File: config.mk
export PLATFORM = sky130hd
export DESIGN_NAME = uart_rx_frame_timer
export DESIGN_NICKNAME = d
export VERILOG_FILES = /design/src/rtl/uart_rx_frame_timer.sv
export SDC_FILE = /design/constraint.sdc
export NUM_CORES = 1
export LEC_CHECK = 0
export ABC_CLOCK_PERIOD_IN_PS = 2440
export CORE_ASPECT_RATIO = 1.1
export CORE_UTILIZATION = 51
export CTS_CLUSTER_SIZE = 25
export DETAILED_ROUTE_END_ITERATION = 8
export GPL_TIMING_DRIVEN = 0
export PLACE_DENSITY = 0.88
export SLEW_MARGIN = 40
export SYNTH_ARGS = -nofsm -noshare
export SYNTH_HDL_FRONTEND = slang
export SYNTH_SLANG_ARGS = --single-unit
File: constraint.sdc
create_clock -name clk -period 2.44 [get_ports clk]
set_input_delay 0.244 -clock clk [delete_from_list [all_inputs] [get_ports clk]]
set_output_delay 0.244 -clock clk [all_outputs]
set_load 0.01 [all_outputs]
File: src/rtl/uart_rx_frame_timer.sv
`default_nettype none
// ============================================================================
// Module   : uart_rx_frame_timer
// Brief    : Oversampling timing engine for the UART receiver. Counts
//            prescale edges per bit and bits per frame, with a runtime
//            configurable frame length (data bits, parity, 1 or 2 stop bits).
//            Emits early/mid/late sample strobes for majority voting, plus
//            bit-end and frame-done pulses.
// Revision : 1.0 - initial release
// ============================================================================
module uart_rx_frame_timer #(
    parameter int PRESCALE_WIDTH = 6,
    parameter int MAX_DATA_BITS  = 8,
    parameter int BIT_CNT_WIDTH  = 4
) (
    input  logic                      clk,
    input  logic                      rst,
    input  logic                      enable,
    input  logic                      start,
    input  logic                      abort,
    input  logic [PRESCALE_WIDTH-1:0] prescale,
    input  logic [3:0]                data_bits,
    input  logic                      par_en,
    input  logic                      stop2,
    output logic                      busy,
    output logic [PRESCALE_WIDTH-1:0] edge_cnt,
    output logic [BIT_CNT_WIDTH-1:0]  bit_cnt,
    output logic                      smp_early,
    output logic                      smp_mid,
    output logic                      smp_late,
    output logic                      bit_end,
    output logic                      frame_done,
    output logic                      cfg_err
);

    // Width used for frame-length arithmetic: wide enough for both the
    // 4-bit data_bits field and the bit counter.
    localparam int c_cw = (BIT_CNT_WIDTH > 4) ? BIT_CNT_WIDTH : 4;

    localparam logic [PRESCALE_WIDTH-1:0] c_min_prescale = PRESCALE_WIDTH'(4);
    localparam logic [PRESCALE_WIDTH-1:0] c_ps_one       = PRESCALE_WIDTH'(1);
    localparam logic [PRESCALE_WIDTH-1:0] c_ps_zero      = PRESCALE_WIDTH'(0);
    localparam logic [BIT_CNT_WIDTH-1:0]  c_bc_one       = BIT_CNT_WIDTH'(1);
    localparam logic [BIT_CNT_WIDTH-1:0]  c_bc_zero      = BIT_CNT_WIDTH'(0);
    localparam logic [3:0]                c_min_data     = 4'd5;
    localparam logic [3:0]                c_max_data     = 4'(MAX_DATA_BITS);
    localparam logic [c_cw-1:0]           c_cw_one       = c_cw'(1);

    typedef enum logic [0:0] {
        ST_IDLE = 1'b0,
        ST_RUN  = 1'b1
    } state_t;

    state_t                     r_state;
    state_t                     w_state_nxt;
    logic [PRESCALE_WIDTH-1:0]  r_edge_cnt;
    logic [PRESCALE_WIDTH-1:0]  w_edge_nxt;
    logic [BIT_CNT_WIDTH-1:0]   r_bit_cnt;
    logic [BIT_CNT_WIDTH-1:0]   w_bit_nxt;
    logic                       r_cfg_err;
    logic                       w_cfg_err_nxt;
    logic                       w_latch_cfg;

    // Configuration captured on the accepted start; held for the whole frame.
    logic [PRESCALE_WIDTH-1:0]  r_prescale_q;
    logic [3:0]                 r_data_bits_q;
    logic                       r_par_en_q;
    logic                       r_stop2_q;

    logic                       w_cfg_legal;
    logic [PRESCALE_WIDTH-1:0]  w_mid;
    logic [PRESCALE_WIDTH-1:0]  w_mid_m1;
    logic [PRESCALE_WIDTH-1:0]  w_mid_p1;
    logic [c_cw-1:0]            w_last_bit;
    logic                       w_on_last_bit;
    logic                       w_edge_last;
    logic                       w_run;
    logic                       w_tick;

    // Legality is judged on the live inputs, since that is what gets latched.
    assign w_cfg_legal = (prescale >= c_min_prescale) &&
                         (data_bits >= c_min_data) &&
                         (data_bits <= c_max_data);

    // Sample points are centred on the half-bit edge of the latched prescale.
    assign w_mid    = r_prescale_q >> 1;
    assign w_mid_m1 = w_mid - c_ps_one;
    assign w_mid_p1 = w_mid + c_ps_one;

    // Index of the final stop bit: FRAME_LEN-1 = data + parity + 1 + stop2.
    assign w_last_bit = c_cw'(r_data_bits_q) + c_cw'(r_par_en_q) +
                        c_cw_one + c_cw'(r_stop2_q);

    assign w_on_last_bit = (c_cw'(r_bit_cnt) == w_last_bit);
    assign w_edge_last   = (r_edge_cnt == r_prescale_q);
    assign w_run         = (r_state == ST_RUN);
    assign w_tick        = w_run && enable;

    // Strobes and pulses are zero-latency decodes of the registered counters,
    // qualified by the oversampling tick so they never fire on idle cycles.
    assign smp_early  = w_tick && (r_edge_cnt == w_mid_m1);
    assign smp_mid    = w_tick && (r_edge_cnt == w_mid);
    assign smp_late   = w_tick && (r_edge_cnt == w_mid_p1);
    assign bit_end    = w_tick && w_edge_last;
    // An abort in the same cycle cancels the frame, so no completion is reported.
    assign frame_done = bit_end && w_on_last_bit && !abort;

    assign busy     = w_run;
    assign edge_cnt = r_edge_cnt;
    assign bit_cnt  = r_bit_cnt;
    assign cfg_err  = r_cfg_err;

    // Next-state and counter update logic for the frame timer.
    always_comb begin
        w_state_nxt   = r_state;
        w_edge_nxt    = r_edge_cnt;
        w_bit_nxt     = r_bit_cnt;
        w_cfg_err_nxt = 1'b0;
        w_latch_cfg   = 1'b0;
        case (r_state)
            ST_IDLE: begin
                // abort in IDLE masks start for that cycle
                if (start && enable && !abort) begin
                    if (w_cfg_legal) begin
                        w_state_nxt = ST_RUN;
                        w_edge_nxt  = c_ps_one;
                        w_bit_nxt   = c_bc_zero;
                        w_latch_cfg = 1'b1;
                    end else begin
                        w_cfg_err_nxt = 1'b1;
                    end
                end
            end
            ST_RUN: begin
                if (abort) begin
                    w_state_nxt = ST_IDLE;
                    w_edge_nxt  = c_ps_zero;
                    w_bit_nxt   = c_bc_zero;
                end else if (enable) begin
                    if (r_edge_cnt < r_prescale_q) begin
                        w_edge_nxt = r_edge_cnt + c_ps_one;
                    end else if (w_on_last_bit) begin
                        w_state_nxt = ST_IDLE;
                        w_edge_nxt  = c_ps_zero;
                        w_bit_nxt   = c_bc_zero;
                    end else begin
                        w_edge_nxt = c_ps_one;
                        w_bit_nxt  = r_bit_cnt + c_bc_one;
                    end
                end
            end
            default: begin
                w_state_nxt = ST_IDLE;
                w_edge_nxt  = c_ps_zero;
                w_bit_nxt   = c_bc_zero;
            end
        endcase
    end

    // State register, counters and the registered configuration-error pulse.
    always_ff @(posedge clk) begin
        if (rst) begin
            r_state    <= ST_IDLE;
            r_edge_cnt <= c_ps_zero;
            r_bit_cnt  <= c_bc_zero;
            r_cfg_err  <= 1'b0;
        end else begin
            r_state    <= w_state_nxt;
            r_edge_cnt <= w_edge_nxt;
            r_bit_cnt  <= w_bit_nxt;
            r_cfg_err  <= w_cfg_err_nxt;
        end
    end

    // Frame configuration is captured only when a frame is accepted.
    always_ff @(posedge clk) begin
        if (rst) begin
            r_prescale_q  <= c_ps_zero;
            r_data_bits_q <= 4'd0;
            r_par_en_q    <= 1'b0;
            r_stop2_q     <= 1'b0;
        end else if (w_latch_cfg) begin
            r_prescale_q  <= prescale;
            r_data_bits_q <= data_bits;
            r_par_en_q    <= par_en;
            r_stop2_q     <= stop2;
        end
    end

endmodule
`default_nettype wire

==> impl_metrics.py, run 1 <==
metrics = {
    "sta": {
        "rsz0062_at_grt": "true",
        "max_slew_margin": 0.564,
        "tns_ns": -0.208,
        "setup_violations": 1,
        "fin_ws_ns": -0.208,
        "worst_slew_pin_slew_ns": 0.651,
        "layout_min_cycle_time_ns": 2.65,
        "fmax_ghz": 0.378,
        "clock_skew_ns": 0.00261,
        "drv_slew": 0,
        "period_share": 1.09,
        "hold_viol": 0,
    },
    "logic_synthesis": {
        "synth_simple_gate_area_frac": 0.253,
        "synth_compound_area_frac": 0.176,
        "synth_cell_type_count": 45,
        "synth_xor_area_frac": 0.0830,
        "ys_ff_latch": 24,
        "yosys-top-cells-area": "dfxtp_1 (28%), ha_1 (9.6%), a21oi_1 (5.3%), xnor2_1 (4.7%), mux2i_1 (4.2%)",
        "synth_area_um2": 1690,
        "synth_edf_count": 0,
        "synth_nets": 240,
        "synth_top_area_frac": 0.285,
        "yosysWarnings": 0,
        "synth_fa_ha_area_frac": 0.108,
        "seq_area_frac_synth": 0.285,
        "yosys_most_used_dff": "dfxtp_1",
        "synth_top_family_by_area": "simple AND/OR/NAND/NOR gates",
        "synth_mux_area_frac": 0.0415,
        "postSynthAreaPerCell_um2": 8.08,
        "synth_area_leader_cell": "dfxtp_1",
        "synth_cells": 209,
        "async_reset_ff_frac": 0,
    },
    "outcome": {
        "violations": "DRC, setup timing",
        "status": "finished with violations",
    },
    "cells_and_area": {
        "fin_cells": 279,
        "fin_util": 0.722,
        "layout_commonest_cell": "clkdlybuf4s50_1",
        "syn_to_final_growth_pct": 32.5,
        "layout.nets": 277,
        "drive_gt1_frac": 0.155,
        "fill_cells": 241,
        "antennaDiodeCount": 0,
        "final_cell_mix": "clkdlybuf4s50_1 (30), a21oi_1 (18), nand2_1 (18)",
        "design_area_um2": 2240,
    },
    "global_route": {
        "gr-total-overflow": 0,
        "track_usage": 0.225,
        "grt_pass1_wl_mm": 6.44,
        "grt_pass1_vias": 1488,
        "antenna_found_initial": 0,
        "grt_max_degree": 15,
    },
    "power": {
        "ir_worst_vdd_uv": 289,
        "powerDensity_nw_per_um2": 358,
        "p_int_mw": 0.611,
        "p_clk_frac": 0.377,
        "fin_total_pwr_mw": 0.801,
        "p_comb_frac": 0.127,
        "pwr-share-seq": 0.497,
        "p_leak_nw": 0.845,
        "p_switching_mw": 0.190,
        "switching_share": 0.237,
    },
    "clocking": {
        "clock_path_buffers": 2,
        "htreeDepth": 1,
        "clock-sinks": 24,
        "cts_buffers": 3,
        "cts_root_buf": "clkbuf_4",
        "worstSkewPairLatency_ns": 0.33,
        "clk_pin_slew_ns": 0.14,
        "cts_tree": "done",
    },
    "critical_path": {
        "required_ns": 2.20,
        "crit_path_max_fanout": 2,
        "cpPeakStageDelay_ns": 0.35,
        "path_common_cell": "inv_1",
        "crit_chain": "inv_1 > ha_1 > inv_1 > ha_2 > fa_2 > xor2_1 > xnor2_1 > o2111ai_2 > nor3b_2 > buf_2",
        "worst_ep_arrival_time_ns": 2.40,
        "critical_path_class": "reg -> out",
        "cp_top_family": "adder cells",
        "worstSetupStartpointType": "flip-flop",
        "end_kind": "primary output",
        "reg2regPathDepth": 11,
        "crit_buf_inv": 3,
        "crit_cells": 10,
        "crit_path_top_delay_cell": "dfxtp_2",
    },
    "floorplan": {
        "rows": 21,
        "die_h_um": 62.3,
        "start_util": 0.544,
        "die_x_um": 56.9,
        "core_area_um2": 3100,
        "ios": 34,
        "die_area_um2": 3540,
    },
    "route": {
        "drt-initial-drc-count": 86,
        "viasPerCell": 5.84,
        "num_vias": 1628,
        "wl_per_cell_um": 14.3,
        "dr.pass1.iters": 6,
        "drtAntennaViolNets": 0,
        "drc": 4,
        "routed_wl_mm": 4.00,
    },
    "placement": {
        "dp_cells": 276,
        "place.port_buffers": 33,
        "place_area_um2": 2060,
        "dpl.hpwl_mm": 2.79,
        "place.gp.congestion": 0.895,
    },
    "min_path": {
        "hp-class": "reg -> reg",
        "worstHoldPathCells": 2,
    },
    "job": {
        "max_cap_violations": 0,
    },
}
## per-layer routing
layer / vias up / part of all wire / global-route usage
met2: 53 / 0.50 / 0.366
li1: 820 / - / -
met1: 740 / 0.42 / 0.295
met3: 15 / 0.041 / 0.0250
met4: 0 / 0.039 / 0.107
met5: - / 0 / 0
## what timing repair did
item                                    4_1_cts  5_1_grt
hold buffers                                  0        0
pin swaps                                     3        3
hold endpoints to repair                      0        0
endpoints found under the setup margin       12       12
setup buffers                                 1        0
gates resized for setup                      19       20
## registers in the layout (all words and copies together) (netlist names)
register and count:
edge_cnt 6, r_prescale_q 6, bit_cnt 4, r_data_bits_q 4, busy 1, cfg_err 1
r_par_en_q 1, r_stop2_q 1
## through the flow
step	hold slack, ns	setup slack (ns)
after floorplan	0.340	0.122
after global placement	0.445	-0.476
after global routing	0.494	-0.305
after detailed placement	0.457	-0.509
final	0.466	-0.208
after CTS	0.466	-0.198
## layout make-up
class,instances,area [um2],share of cell area
Clock buffer,3,22.5,0.0101
Tap cell,34,42.5,0.0190
Clock inverter,1,30.0,0.0134
Inverter,14,52.6,0.0235
Timing Repair Buffer,34,334,0.149
Sequential cell,24,500,0.224
Multi-Input combinational cell,163,1220,0.545
Buffer,6,36.3,0.0162
## cell usage after synthesis, types with 2 or more instances
master,count
ha_1,13
nor2b_1,3
nor3_1,8
dfxtp_1,24
xnor2_1,9
nor4_1,3
xor2_1,7
nand4b_1,2
mux2i_1,7
or3_1,2
a311oi_1,2
nand2_1,18
nand3_1,10
o21ai_0,9
inv_1,14
and3_1,2
o22ai_1,2
clkbuf_1,6
nand4_1,3
a31oi_1,3
o31ai_1,3
a21oi_1,18
nor2_1,14
nand2b_1,6
## power by group through the flow
stage	clock [mW]	combinational, mW	sequential [mW]
floorplan	0	0.0476	0.408
global placement	0	0.0906	0.409
detailed placement	0	0.0925	0.409
CTS	0.300	0.0943	0.399
global route	0.321	0.110	0.399
finish	0.302	0.102	0.398
## worst reg2reg max path: cells and delay by family, from the launching register on
kind                     cells  cell delay, ns
adder cells (fa/ha/maj)      3            0.76
AO/OA/AOI/OAI                3            0.49
buffers and inverters        3            0.29
XOR/XNOR                     2            0.37
flip-flops                   1            0.35
## cells by family after synthesis
kind of cell             Yosys count
AND/OR/NAND/NOR                   80
AO/OA/AOI/OAI                     46
flip-flops                        24
buffers and inverters             22
XOR/XNOR                          16
adder cells (fa/ha/maj)           14
multiplexers                       7
## worst paths after layout
path                     from                to  slack (ns)
max reg2reg  r_data_bits_q[0]              busy        0.07
min reg2reg  r_data_bits_q[0]  r_data_bits_q[0]        0.47
min          r_data_bits_q[0]  r_data_bits_q[0]        0.47
max          r_data_bits_q[0]        frame_done       -0.21
(Power assumes the default switching activity.)
==> run 2: changes to the inputs <==
CORE_ASPECT_RATIO = 0.8   (was 1.1)
==> run 2 against run 1 <==
  * Flip-flop and latch count is the same
  * Combinational power is essentially flat
  * Global-route usage grew 3.2 points
  * Wire length grew 1.3%
  * The run ends with setup timing left
  * Final cell count grew 2.5%
  * Setup slack gained 0.085 ns
  * Utilization shrank 1.3 points
  * Critical path depth shrank 1
  * Sequential share of layout area is essentially flat
  * Sequential power is essentially flat
  * Die area is essentially flat
==> impl_metrics.py, run 2 (synthesis results as in run 1) <==
metrics = {
    "critical_path": {
        "critical_path_class": "reg -> out",
        "crit_path_top_delay_cell": "fa_2",
        "crit_chain": "inv_2 > ha_4 > inv_2 > ha_4 > fa_2 > xnor2_1 > o2111ai_2 > nor3b_2 > buf_2",
        "worstSetupStartpointType": "flip-flop",
        "reg2regPathDepth": 10,
        "crit_path_max_fanout": 2,
        "r2r_start": "r_data_bits_q[0]",
        "required_ns": 2.20,
        "crit_cells": 9,
        "r2r_end": "busy",
        "cpPeakStageDelay_ns": 0.54,
        "crit_buf_inv": 3,
        "reg2reg_slack_ns": 0.10,
        "worst_ep_arrival_time_ns": 2.32,
        "end_kind": "primary output",
        "cp_top_family": "adder cells",
    },
    "sta": {
        "fin_ws_ns": -0.122,
        "rsz0062_at_grt": "true",
        "fmax_ghz": 0.390,
        "hold_viol": 0,
        "clock_skew_ns": 0.00375,
        "max_slew_margin": 0.566,
        "setup_violations": 1,
        "layout_min_cycle_time_ns": 2.56,
        "drv_slew": 0,
        "worst_slew_pin_slew_ns": 0.645,
        "period_share": 1.05,
    },
    "global_route": {
        "grt_pass1_vias": 1489,
        "track_usage": 0.257,
        "antenna_found_initial": 0,
        "grt_pass1_wl_mm": 6.79,
        "gr-total-overflow": 0,
        "grtUsageMet3": 0.0539,
        "gr-usage-met2": 0.427,
        "grt_max_degree": 15,
        "grt.busiest_layer": "met2",
        "use_met1": 0.333,
    },
    "cells_and_area": {
        "syn_to_final_growth_pct": 31.4,
        "seqCellArea_um2": 495,
        "multiInputGateArea_um2": 1170,
        "antennaDiodeCount": 0,
        "drive_gt1_frac": 0.126,
        "fin_cells": 286,
        "layout.nets": 278,
        "fill_cells": 244,
        "final_cell_mix": "clkdlybuf4s50_1 (30), a21oi_1 (18), nand2_1 (18), dfxtp_1 (18), nor2_1 (14)",
        "layout_commonest_cell": "clkdlybuf4s50_1",
        "fin_util": 0.708,
    },
    "placement": {
        "dpl.hpwl_mm": 2.97,
        "dp_cells": 282,
        "place.port_buffers": 33,
        "place.gp.congestion": 0.906,
    },
    "min_path": {
        "hp-class": "reg -> reg",
        "min-delay-start": "r_data_bits_q[0]",
        "worstHoldEndpoint": "r_data_bits_q[0]",
        "worstHoldPathCells": 2,
    },
    "route": {
        "num_vias": 1619,
        "routed_wl_mm": 4.05,
        "drc": 0,
        "drt-initial-drc-count": 92,
        "dr.pass1.iters": 4,
        "viasPerCell": 5.66,
        "drtAntennaViolNets": 0,
        "wl_per_cell_um": 14.2,
    },
    "clocking": {
        "clock-sinks": 24,
        "clock_path_buffers": 2,
        "worstSkewPairLatency_ns": 0.27,
        "clk_pin_slew_ns": 0.09,
        "cts_buffers": 3,
        "cts_tree": "done",
        "cts_root_buf": "clkbuf_8",
        "cts_hold_buffers": 0,
        "htreeDepth": 1,
    },
    "floorplan": {
        "core_area_um2": 3130,
        "start_util": 0.539,
        "die_area_um2": 3550,
        "ios": 34,
        "die_h_um": 53.5,
        "rows": 18,
        "die_x_um": 66.3,
    },
    "power": {
        "ir_worst_vdd_uv": 252,
        "powerDensity_nw_per_um2": 382,
        "p_leak_nw": 0.854,
        "fin_total_pwr_mw": 0.848,
    },
    "outcome": {
        "status": "finished with violations",
        "violations": "setup timing",
    },
    "job": {
        "max_cap_violations": 0,
    },
}
[run 2: cell type report]
type	instances	share of cell area
multi-input combinational	163	0.528
sequential	24	0.223
timing repair buffer	35	0.154
inverter	14	0.0237
tap	40	0.0226
clock buffer	3	0.0186
buffer	6	0.0158
clock inverter	1	0.0135
[run 2: worst reg2reg max path, delay by kind of cell, from the launching register on]
kind | cells | cell delay [ns]
adder cells (fa/ha/maj) | 3 | 0.94
flip-flops | 1 | 0.34
AO/OA/AOI/OAI | 3 | 0.51
buffers and inverters | 3 | 0.27
XOR/XNOR | 1 | 0.14
[run 2: metrics by stage]
stage / area [um2] / hold WS, ns / setup TNS, ns / worst slack [ns]
CTS: 2190 / 0.479 / -0.128 / -0.128
finish: 2220 / 0.473 / -0.122 / -0.122
global placement: 2070 / 0.447 / -0.690 / -0.490
global route: 2220 / 0.495 / -0.175 / -0.175
floorplan: 1690 / 0.340 / 0 / 0.122
detailed placement: 2070 / 0.466 / -1.25 / -0.576
[run 2: what timing repair did]
item / 4_1_cts / 5_1_grt
setup endpoints to repair: 13 / 11
gates resized for setup: 21 / 8
buffers inserted: 2 / 0
pin swaps: 4 / 1
[run 2: power breakdown]
part | switching [mW] | total (mW) | leakage [nW] | internal, mW
logic | 0.0470 | 0.0989 | 0.620 | 0.0519
registers | 0.00564 | 0.398 | 0.198 | 0.393
clock network | 0.131 | 0.351 | 0.0357 | 0.219
[run 2: metal layers]
metal	up-vias	part of all wire
li1	825	-
met1	739	0.46
met2	51	0.48
met3	4	0.052
met4	0	0.0084
met5	-	0
[run 2: how the worst max path moves through the flow]
stage / from / slack, ns / to
finish: r_data_bits_q[0] / -0.12 / frame_done
global route: r_data_bits_q[0] / -0.17 / frame_done
CTS: r_data_bits_q[0] / -0.13 / frame_done
detailed placement: r_data_bits_q[0] / -0.58 / frame_done
global placement: r_data_bits_q[0] / -0.49 / frame_done
floorplan: r_data_bits_q[0] / 0.12 / frame_done
